===== src/rtl/div_arb_pkg.sv =====
// Shared types and constants for the divider-sharing arbiter.
package div_arb_pkg;

  typedef enum logic [1:0] {
    IDLE    = 2'd0,
    ISSUE   = 2'd1,
    WAIT    = 2'd2,
    RESPOND = 2'd3
  } state_t;

  typedef enum logic [1:0] {
    ERR_OK      = 2'b00,
    ERR_DIV0    = 2'b01,
    ERR_TIMEOUT = 2'b10
  } err_t;

  // Quotient reported for x/0; sliced down to the instance WIDTH (<= 64).
  localparam int MAX_WIDTH = 64;
  localparam logic [MAX_WIDTH-1:0] DIV0_QUOTIENT = {MAX_WIDTH{1'b1}};

endpackage


===== src/rtl/div_arbiter_rr_arbiter.sv =====
// Combinational round-robin picker: first requester after last_grant, with wrap.
module rr_arbiter #(
  parameter int NUM_REQ = 4,
  parameter int IDX_W   = $clog2(NUM_REQ)
) (
  input  logic [NUM_REQ-1:0] req,
  input  logic [IDX_W-1:0]   last_grant,
  output logic [NUM_REQ-1:0] grant,
  output logic [IDX_W-1:0]   grant_idx,
  output logic               any
);

  int               sum_s;
  logic [IDX_W-1:0] idx_s;

  // Scan offsets from farthest to nearest so the nearest requester overwrites last.
  always_comb begin
    grant_idx = {IDX_W{1'b0}};
    any       = 1'b0;
    sum_s     = 0;
    idx_s     = {IDX_W{1'b0}};
    for (int off = NUM_REQ; off >= 1; off--) begin
      sum_s     = int'(last_grant) + off;
      idx_s     = IDX_W'((sum_s >= NUM_REQ) ? (sum_s - NUM_REQ) : sum_s);
      grant_idx = req[idx_s] ? idx_s : grant_idx;
      any       = any | req[idx_s];
    end
    grant = any ? ({{(NUM_REQ-1){1'b0}}, 1'b1} << grant_idx) : {NUM_REQ{1'b0}};
  end

endmodule


===== src/rtl/div_arbiter.sv =====
// Shares one iterative divider between NUM_REQ requesters: accept, launch,
// watchdog the divider, and return the result over a valid/ready channel.
module div_arbiter
  import div_arb_pkg::*;
#(
  parameter int NUM_REQ     = 4,
  parameter int WIDTH       = 32,
  parameter int DIV_TIMEOUT = 64
) (
  input  logic                     clk,
  input  logic                     reset_n,
  input  logic [NUM_REQ-1:0]       req_valid,
  output logic [NUM_REQ-1:0]       req_ready,
  input  logic [NUM_REQ*WIDTH-1:0] req_dividend,
  input  logic [NUM_REQ*WIDTH-1:0] req_divisor,
  output logic [NUM_REQ-1:0]       rsp_valid,
  input  logic [NUM_REQ-1:0]       rsp_ready,
  output logic [WIDTH-1:0]         rsp_quotient,
  output logic [WIDTH-1:0]         rsp_remainder,
  output logic [1:0]               rsp_error,
  output logic                     div_start,
  output logic [WIDTH-1:0]         div_dividend,
  output logic [WIDTH-1:0]         div_divisor,
  output logic                     div_abort,
  input  logic                     div_ready,
  input  logic [WIDTH-1:0]         div_quotient,
  input  logic [WIDTH-1:0]         div_remainder
);

  localparam int IDX_W = $clog2(NUM_REQ);
  localparam int CNT_W = $clog2(DIV_TIMEOUT + 1);
  // Abort is registered, so the decision is taken one cycle before it shows,
  // landing the pulse exactly DIV_TIMEOUT cycles after div_start.
  localparam logic [CNT_W-1:0] CNT_LAST = CNT_W'(DIV_TIMEOUT - 2);
  localparam logic [CNT_W-1:0] CNT_MAX  = CNT_W'(DIV_TIMEOUT);

  state_t             state_r, state_s;
  logic [IDX_W-1:0]   last_grant_r, grant_idx_r, arb_idx_s;
  logic [NUM_REQ-1:0] arb_grant_s, grant_hot_s;
  logic               arb_any_s, accept_s, rsp_hs_s, timeout_s, div0_s;
  logic [CNT_W-1:0]   cnt_r;
  logic [WIDTH-1:0]   sel_dividend_s, sel_divisor_s;

  rr_arbiter #(.NUM_REQ(NUM_REQ), .IDX_W(IDX_W)) u_rr (
    .req        (req_valid),
    .last_grant (last_grant_r),
    .grant      (arb_grant_s),
    .grant_idx  (arb_idx_s),
    .any        (arb_any_s)
  );

  assign sel_dividend_s = req_dividend[arb_idx_s*WIDTH +: WIDTH];
  assign sel_divisor_s  = req_divisor[arb_idx_s*WIDTH +: WIDTH];
  assign div0_s         = (sel_divisor_s == {WIDTH{1'b0}});
  assign accept_s       = (state_r == IDLE) && arb_any_s;
  assign rsp_hs_s       = (state_r == RESPOND) && rsp_ready[grant_idx_r];
  assign timeout_s      = (state_r == WAIT) && !div_ready && (cnt_r == CNT_LAST);
  assign grant_hot_s    = {{(NUM_REQ-1){1'b0}}, 1'b1} << grant_idx_r;
  // Gated by reset_n so every output reads 0 while reset is held.
  assign req_ready      = (state_r == IDLE && reset_n) ? arb_grant_s : {NUM_REQ{1'b0}};

  // Next-state logic.
  always_comb begin
    state_s = state_r;
    case (state_r)
      IDLE:    state_s = accept_s ? (div0_s ? RESPOND : ISSUE) : IDLE;
      ISSUE:   state_s = WAIT;
      WAIT:    state_s = (div_ready || timeout_s) ? RESPOND : WAIT;
      RESPOND: state_s = rsp_hs_s ? IDLE : RESPOND;
      default: state_s = IDLE;
    endcase
  end

  // State register plus the registered datapath and output pulses.
  always_ff @(posedge clk or negedge reset_n) begin
    if (!reset_n) begin
      state_r       <= IDLE;
      last_grant_r  <= IDX_W'(NUM_REQ - 1);
      grant_idx_r   <= {IDX_W{1'b0}};
      cnt_r         <= {CNT_W{1'b0}};
      rsp_valid     <= {NUM_REQ{1'b0}};
      rsp_quotient  <= {WIDTH{1'b0}};
      rsp_remainder <= {WIDTH{1'b0}};
      rsp_error     <= ERR_OK;
      div_start     <= 1'b0;
      div_abort     <= 1'b0;
      div_dividend  <= {WIDTH{1'b0}};
      div_divisor   <= {WIDTH{1'b0}};
    end else begin
      state_r   <= state_s;
      div_start <= 1'b0;
      div_abort <= 1'b0;
      case (state_r)
        IDLE: begin
          if (accept_s) begin
            grant_idx_r  <= arb_idx_s;
            div_dividend <= sel_dividend_s;
            div_divisor  <= sel_divisor_s;
            if (div0_s) begin
              rsp_valid     <= arb_grant_s;
              rsp_quotient  <= DIV0_QUOTIENT[WIDTH-1:0];
              rsp_remainder <= sel_dividend_s;
              rsp_error     <= ERR_DIV0;
            end else begin
              div_start <= 1'b1;
            end
          end
        end
        ISSUE: cnt_r <= {CNT_W{1'b0}};
        WAIT: begin
          if (div_ready) begin
            rsp_valid     <= grant_hot_s;
            rsp_quotient  <= div_quotient;
            rsp_remainder <= div_remainder;
            rsp_error     <= ERR_OK;
          end else if (timeout_s) begin
            div_abort     <= 1'b1;
            rsp_valid     <= grant_hot_s;
            rsp_quotient  <= {WIDTH{1'b0}};
            rsp_remainder <= {WIDTH{1'b0}};
            rsp_error     <= ERR_TIMEOUT;
          end else if (cnt_r != CNT_MAX) begin
            cnt_r <= cnt_r + {{(CNT_W-1){1'b0}}, 1'b1};
          end
        end
        RESPOND: begin
          if (rsp_hs_s) begin
            rsp_valid    <= {NUM_REQ{1'b0}};
            last_grant_r <= grant_idx_r;
          end
        end
        default: state_r <= IDLE;
      endcase
    end
  end

endmodule


===== config.mk =====
export PLATFORM = sky130hd
export DESIGN_NAME = div_arbiter
export DESIGN_NICKNAME = d
export VERILOG_FILES = /design/src/rtl/div_arb_pkg.sv /design/src/rtl/div_arbiter_rr_arbiter.sv /design/src/rtl/div_arbiter.sv
export SDC_FILE = /design/constraint.sdc
export NUM_CORES = 1
export LEC_CHECK = 0
export CAP_MARGIN = 0
export CELL_PAD_IN_SITES_DETAIL_PLACEMENT = 1
export CELL_PAD_IN_SITES_GLOBAL_PLACEMENT = 2
export CORE_MARGIN = 5
export CORE_UTILIZATION = 22
export CTS_CLUSTER_SIZE = 40
export DETAILED_ROUTE_END_ITERATION = 10
export PLACE_DENSITY = 0.88
export SETUP_SLACK_MARGIN = 0.4
export SLEW_MARGIN = 25
export SYNTH_ARGS = -nofsm -noshare
export SYNTH_HDL_FRONTEND = slang
export SYNTH_SLANG_ARGS = --single-unit

===== constraint.sdc =====
create_clock -name clk -period 4.85 [get_ports clk]
set_clock_uncertainty 0.1 [all_clocks]
set_input_delay 1.2125 -clock clk [delete_from_list [all_inputs] [get_ports clk]]
set_output_delay 1.2125 -clock clk [all_outputs]
set_load 0.03 [all_outputs]

[Word level (Yosys, flattened, before mapping)]
Cells that the tools add are included.
Cells by class
  eq/ne operators: 12
  bitwise operators: 3
  $lt $le $gt $ge: 9
  multipliers: 0
  mux-type cells: 55
  divide/modulo/power cells: 0
  $add $sub $neg: 9
  reduce and logical (&&, ||, !) cells: 17
  shifts and indexed selects: 4
Operators by type and width (number)
  $shiftx 128x8->32: 2
  $mux 32: 7
  $pmux 32 s2: 2
  $logic_not 32->1: 1
  $mux 2: 15
  $mux 4: 7
  $mux 7: 3
  $lt 2x3->1 const B: 5
  $pmux 7 s2: 1
  $mux 1: 12
  $pmux 4 s3: 1
  $bmux 1 s2: 5
  $ne 2x2->1 const B: 5
  $ge 3x3->1 const B: 3
  $pmux 2 s4: 1
  $reduce_and 4->1: 2
  $shl 1x2->4 const A: 2
  $sub 2x1->2 const B: 4
  $add 7x1->7 const B: 1
  $eq 7x6->1 const B: 1
  $ne 7x7->1 const B: 1
  $add 2x2->3 const B: 2
  $logic_and 1x1->1: 5
  $reduce_and 5->1: 1
  other kinds (15): 20
Word-level totals
  memories: 0
  memory bits (writable): 0
  memory bits (read-only): 0
  output and inout bits: 140
  bits in registers: 149
  word-level logic and storage cells: 121
  latch bits: 0
  input port bits: 331

[Longest topological paths before layout]
  depth after elaboration: 14
  gate-level depth with buffers: 15
  gate-level depth less buffers: 9

[By module]
From an unflattened synthesis, not the netlist that was laid out.
Second synthesis, totals
  cell total of the unflattened synthesis: 820
  area total of the unflattened synthesis: 8594.5 um^2
By module, submodules not included
  div_arbiter: cells each 792, seq. area each 3731.1 um^2, area an instance 8416.8 um^2, times used 1
  rr_arbiter: cells each 28, seq. area each 0.0 um^2, area an instance 177.7 um^2, times used 1

[Worst setup path after synthesis]
Ideal clock, no wire load.
  path kind: in2out
  from: in req_valid[3]
  to: out req_ready[2]
  required time: 3.538 ns
  setup slack: 0.228 ns
  cell stages on the path: 9
  buffers on the path: 5
  arrival: 3.310 ns
  cells stage by stage: and3b_1 -> o32a_1 -> buf_2 -> buf_2 -> buf_2 -> clkbuf_1 -> clkbuf_1 -> nand3_1 -> nor2_1
On the way
  longest elaborated chain between the ends: 9
  elaborated cells between the ends (all ways): 18
  those cells by class: 1 x shift; 14 x mux; 3 x bitwise
Ends and longest elaborated chain
  start: declaration: RTL line div_arbiter.sv:12  | input logic [NUM_REQ-1:0] req_valid,
  $bmux 1 s2: RTL line div_arbiter_rr_arbiter.sv:25, div_arbiter_rr_arbiter.sv:26
  $mux 1 (implied by the code): RTL line div_arbiter_rr_arbiter.sv:25, div_arbiter_rr_arbiter.sv:26
  $mux 2 (4 in a row): RTL line div_arbiter_rr_arbiter.sv:25  | grant_idx = req[idx_s] ? idx_s : grant_idx;
  $shl 1x2->4: RTL line div_arbiter_rr_arbiter.sv:28  | grant = any ? ({{(NUM_REQ-1){1'b0}}, 1'b1} << grant_idx) : {NUM_REQ{1'b0}};
  $mux 4 *: RTL line div_arbiter_rr_arbiter.sv:28
  $mux 4 *: RTL line div_arbiter.sv:60  | assign req_ready = (state_r == IDLE && reset_n) ? arb_grant_s : {NUM_REQ{1'b0}};
  end: declaration: RTL line div_arbiter.sv:13  | output logic [NUM_REQ-1:0] req_ready,
Every way passes the cells marked *; elsewhere a longest branch is shown, timed or not. The select of a mux whose other input is x is not followed.

[Worst setup path in the final report]
  from: in req_valid[3]
  to: out req_ready[3]
The elaborated chain is that of the path after synthesis.

==> impl_metrics.toml <==
[outcome]
status = "finished, final reports clean"

[power_and_ir_drop]
power.static_leakage_nw = 6.305
power_density_nw_per_um2 = 651.9
max-vdd-ir-drop_mv = 0.2603

[sta]
rsz0062_at_grt = "no"
achievable-frequency_mhz = 229.6
hold_viol = 0
setup-tns-final_ps = 0
part_of_the_cycle_the_worst_path_needs_pct = 89.81
slew_headroom_pct = 42.09
slew_violations = 0
final-setup-viol-count = 0
layout_min_cycle_time_ps = 4356
final_worst_slack_ps = 494.3
worst-slew-pin-transition_ps = 868.6

[clock_network]
cts_htree_levels = 4
clkLatencyLatePin_ps = 440
cts_sinks = 149
ctsRootBufferMaster = "clkbuf_16"
path_clk_slew_ps = 70
tritoncts = "done"
cts-root-to-sink-buffers = 2
cts_hold_repair.buffers = 0
numCtsBuffers = 17

[detailed_routing]
drt_first_iter_violations = 309
drt_first_pass_iters = 4
detail_route.wl_per_cell_um = 20.45
detailroute.via_count = 8583
detail_route.drc_violations = 0
route.detailed.vias_per_inst = 4.561
drt-total-wl_um = 38480
route.antenna.remaining_nets = 0

[final_layout]
area_growth_pct = 73.83
design.final.nets = 1685
antennaDiodeCount = 0
regArea_um2 = 3731
fillerInstances = 4372
final_core_util_pct = 38.44
final_layout_size_suffix_gt1_share_pct = 15.47
multiInputGateArea_um2 = 4444

[hold_path]
timing.hold.worst.class = "reg -> reg"
holdPathStages = 1
worstHoldStart = "rsp_remainder[28]"

[synth]
synth_cell_types = 42
synthCells = 876
synth-seq-cells = 149
synthTopCellsByArea = "dfrtp_1, mux2_2, mux2i_1"
yosys_most_used_dff = "dfrtp_1"
post-synth-top-count-cell = "dfrtp_1"
netlist_area_um2 = 8507
synth_top_cells_by_count = "dfrtp_1, nand2_1, mux2_2, mux2i_1, a21oi_1"
post_synth.cell_area_avg_um2 = 9.711
synth.yosys.warnings = 0
yosysTopAreaCell = "dfrtp_1"
synth_edf_count = 0
async_reset_ff_share_pct = 100.0
seq_area_frac_synth_pct = 43.86
area_fraction_of_the_dominant_cell_type_after_synthesis_pct = 43.24
syn-num-nets = 1210

[global_routing]
vias_in_the_first_global_route = 9384
globalRoute.totalOverflow = 0
pin_count_of_the_biggest_net_entering_global_routing = 66
globalRouteTotalUtil_pct = 17.33
grt_antenna_before_repair = 0
grt_pass1_wl_um = 56240

[placed_design]
preCtsSetupSlack_ps = -216.5
numPortBuffers = 470
place_hpwl_um = 30460
finalWeightedCongestion = 0.8717

[setup_path]
crit_arrival_ps = 3040
worst-setup-path-type = "in -> out"
critical_path_required_ps = 3540
path_max_fanout = 28
startpoint = "req_valid[3]"
worst_r2r_path_depth = 12
critical_path.startpoint_type = "input pin"
cp-end-kind = "output port"
crit-reg2reg-launch = "last_grant_r[0]"

[floorplan]
placementRows = 72
dieArea_um2 = 42700
die-height_um = 206.6
start_util_pct = 22.11
ios = 471
floorplan_core_area_um2 = 38470
die_w_um = 206.6

[job]
cap_viol_max_count = 0
cell usage in the layout (no fill, tap or decap), types with 4 or more instances in the layout:
master	netlist	routed
clkdlybuf4s50_1	0	464
dfrtp_1	147	147
nand2_1	141	139
mux2_2	100	100
mux2i_1	89	88
a21oi_1	71	70
buf_4	0	47
nand3_1	40	40
inv_1	37	37
and2_1	33	33
a31oi_1	33	33
a211oi_1	32	32
nor2_1	23	18
clkbuf_16	0	17
buf_12	0	10
o21ai_0	8	8
xor2_1	5	5
inv_6	0	5
a22oi_1	4	4
nand4_1	4	4
inv_8	0	4
report_power, final:
group	internal [mW]	switching, mW
registers	1.87	0.388
clock network	0.787	0.618
logic	2.63	3.34
metal layers:
layer / vias to the layer above / GRT usage (%) / share of wire, %
li1: 4035 / - / -
met1: 4228 / 20.81 / 41
met2: 266 / 30.02 / 50
met3: 54 / 4.624 / 6.2
met4: 0 / 6.036 / 2.9
met5: - / 0 / 0
final cells by class:
cell class / instances / area share, %
clock buffer: 18 / 2.902
timing repair buffer: 523 / 35.26
tap: 518 / 4.383
inverter: 37 / 0.9392
clock inverter: 14 / 1.235
sequential: 149 / 25.23
multi-input combinational: 623 / 30.05
registers in the layout, summed over array words and instances (netlist names):
signal,flops
grant_idx_r,2
div_divisor,32
div_dividend,32
rsp_quotient,32
rsp_error,2
cnt_r,7
div_abort,1
last_grant_r,2
state_r,2
rsp_valid,4
div_start,1
rsp_remainder,32
worst paths after layout:
path / end / slack, ps
min in group asynchronous: rsp_quotient[19] / 550
max in group asynchronous: rsp_remainder[11] / 2890
worst min register to register: rsp_remainder[28] / 400
worst min-delay path: rsp_remainder[28] / 400
worst max register to register: rsp_remainder[29] / 1200
worst max-delay path: req_ready[3] / 490
logic make-up (layout without fill, tap and decap cells):
kind of cell | after synthesis | in the layout | share of synthesized area (%)
and+or+nand+nor | 267 | 267 | 14.52
muxes | 193 | 193 | 24.37
AOI/OAI and AO/OA | 155 | 155 | 10.99
DFF | 149 | 149 | 43.86
buffers and inverters | 104 | 592 | 5.309
xor gates and xnor gates | 5 | 5 | 0.5148
adders and majority gates | 3 | 3 | 0.4413
worst max-delay path, cell delays in order:
cell,delay (ps)
clkdlybuf4s50_1,470
buf_4,130
nor2b_2,190
a21oi_2,70
o221a_4,320
buf_12,180
buf_12,180
nor2_4,130
buf_12,130
timing repair:
item / 4_1_cts / 5_1_grt
buffers inserted: 7 / 0
resized for setup: 4 / 7
endpoints found under the setup margin: 72 / 63
pin swaps: 2 / 0
through the flow:
stage	cell area, um^2	power (mW)	hold WS, ps	instances
2_1_floorplan	8528	5.648	419.2	876
3_3_place_gp	14060	8.125	378.3	1843
3_5_place_dp	14070	8.273	391.0	1843
4_1_cts	14760	9.792	407.8	1882
5_1_grt	14790	10.23	423.4	1882
6_report	14790	9.640	398.8	1882
(Power assumes the default switching activity.)
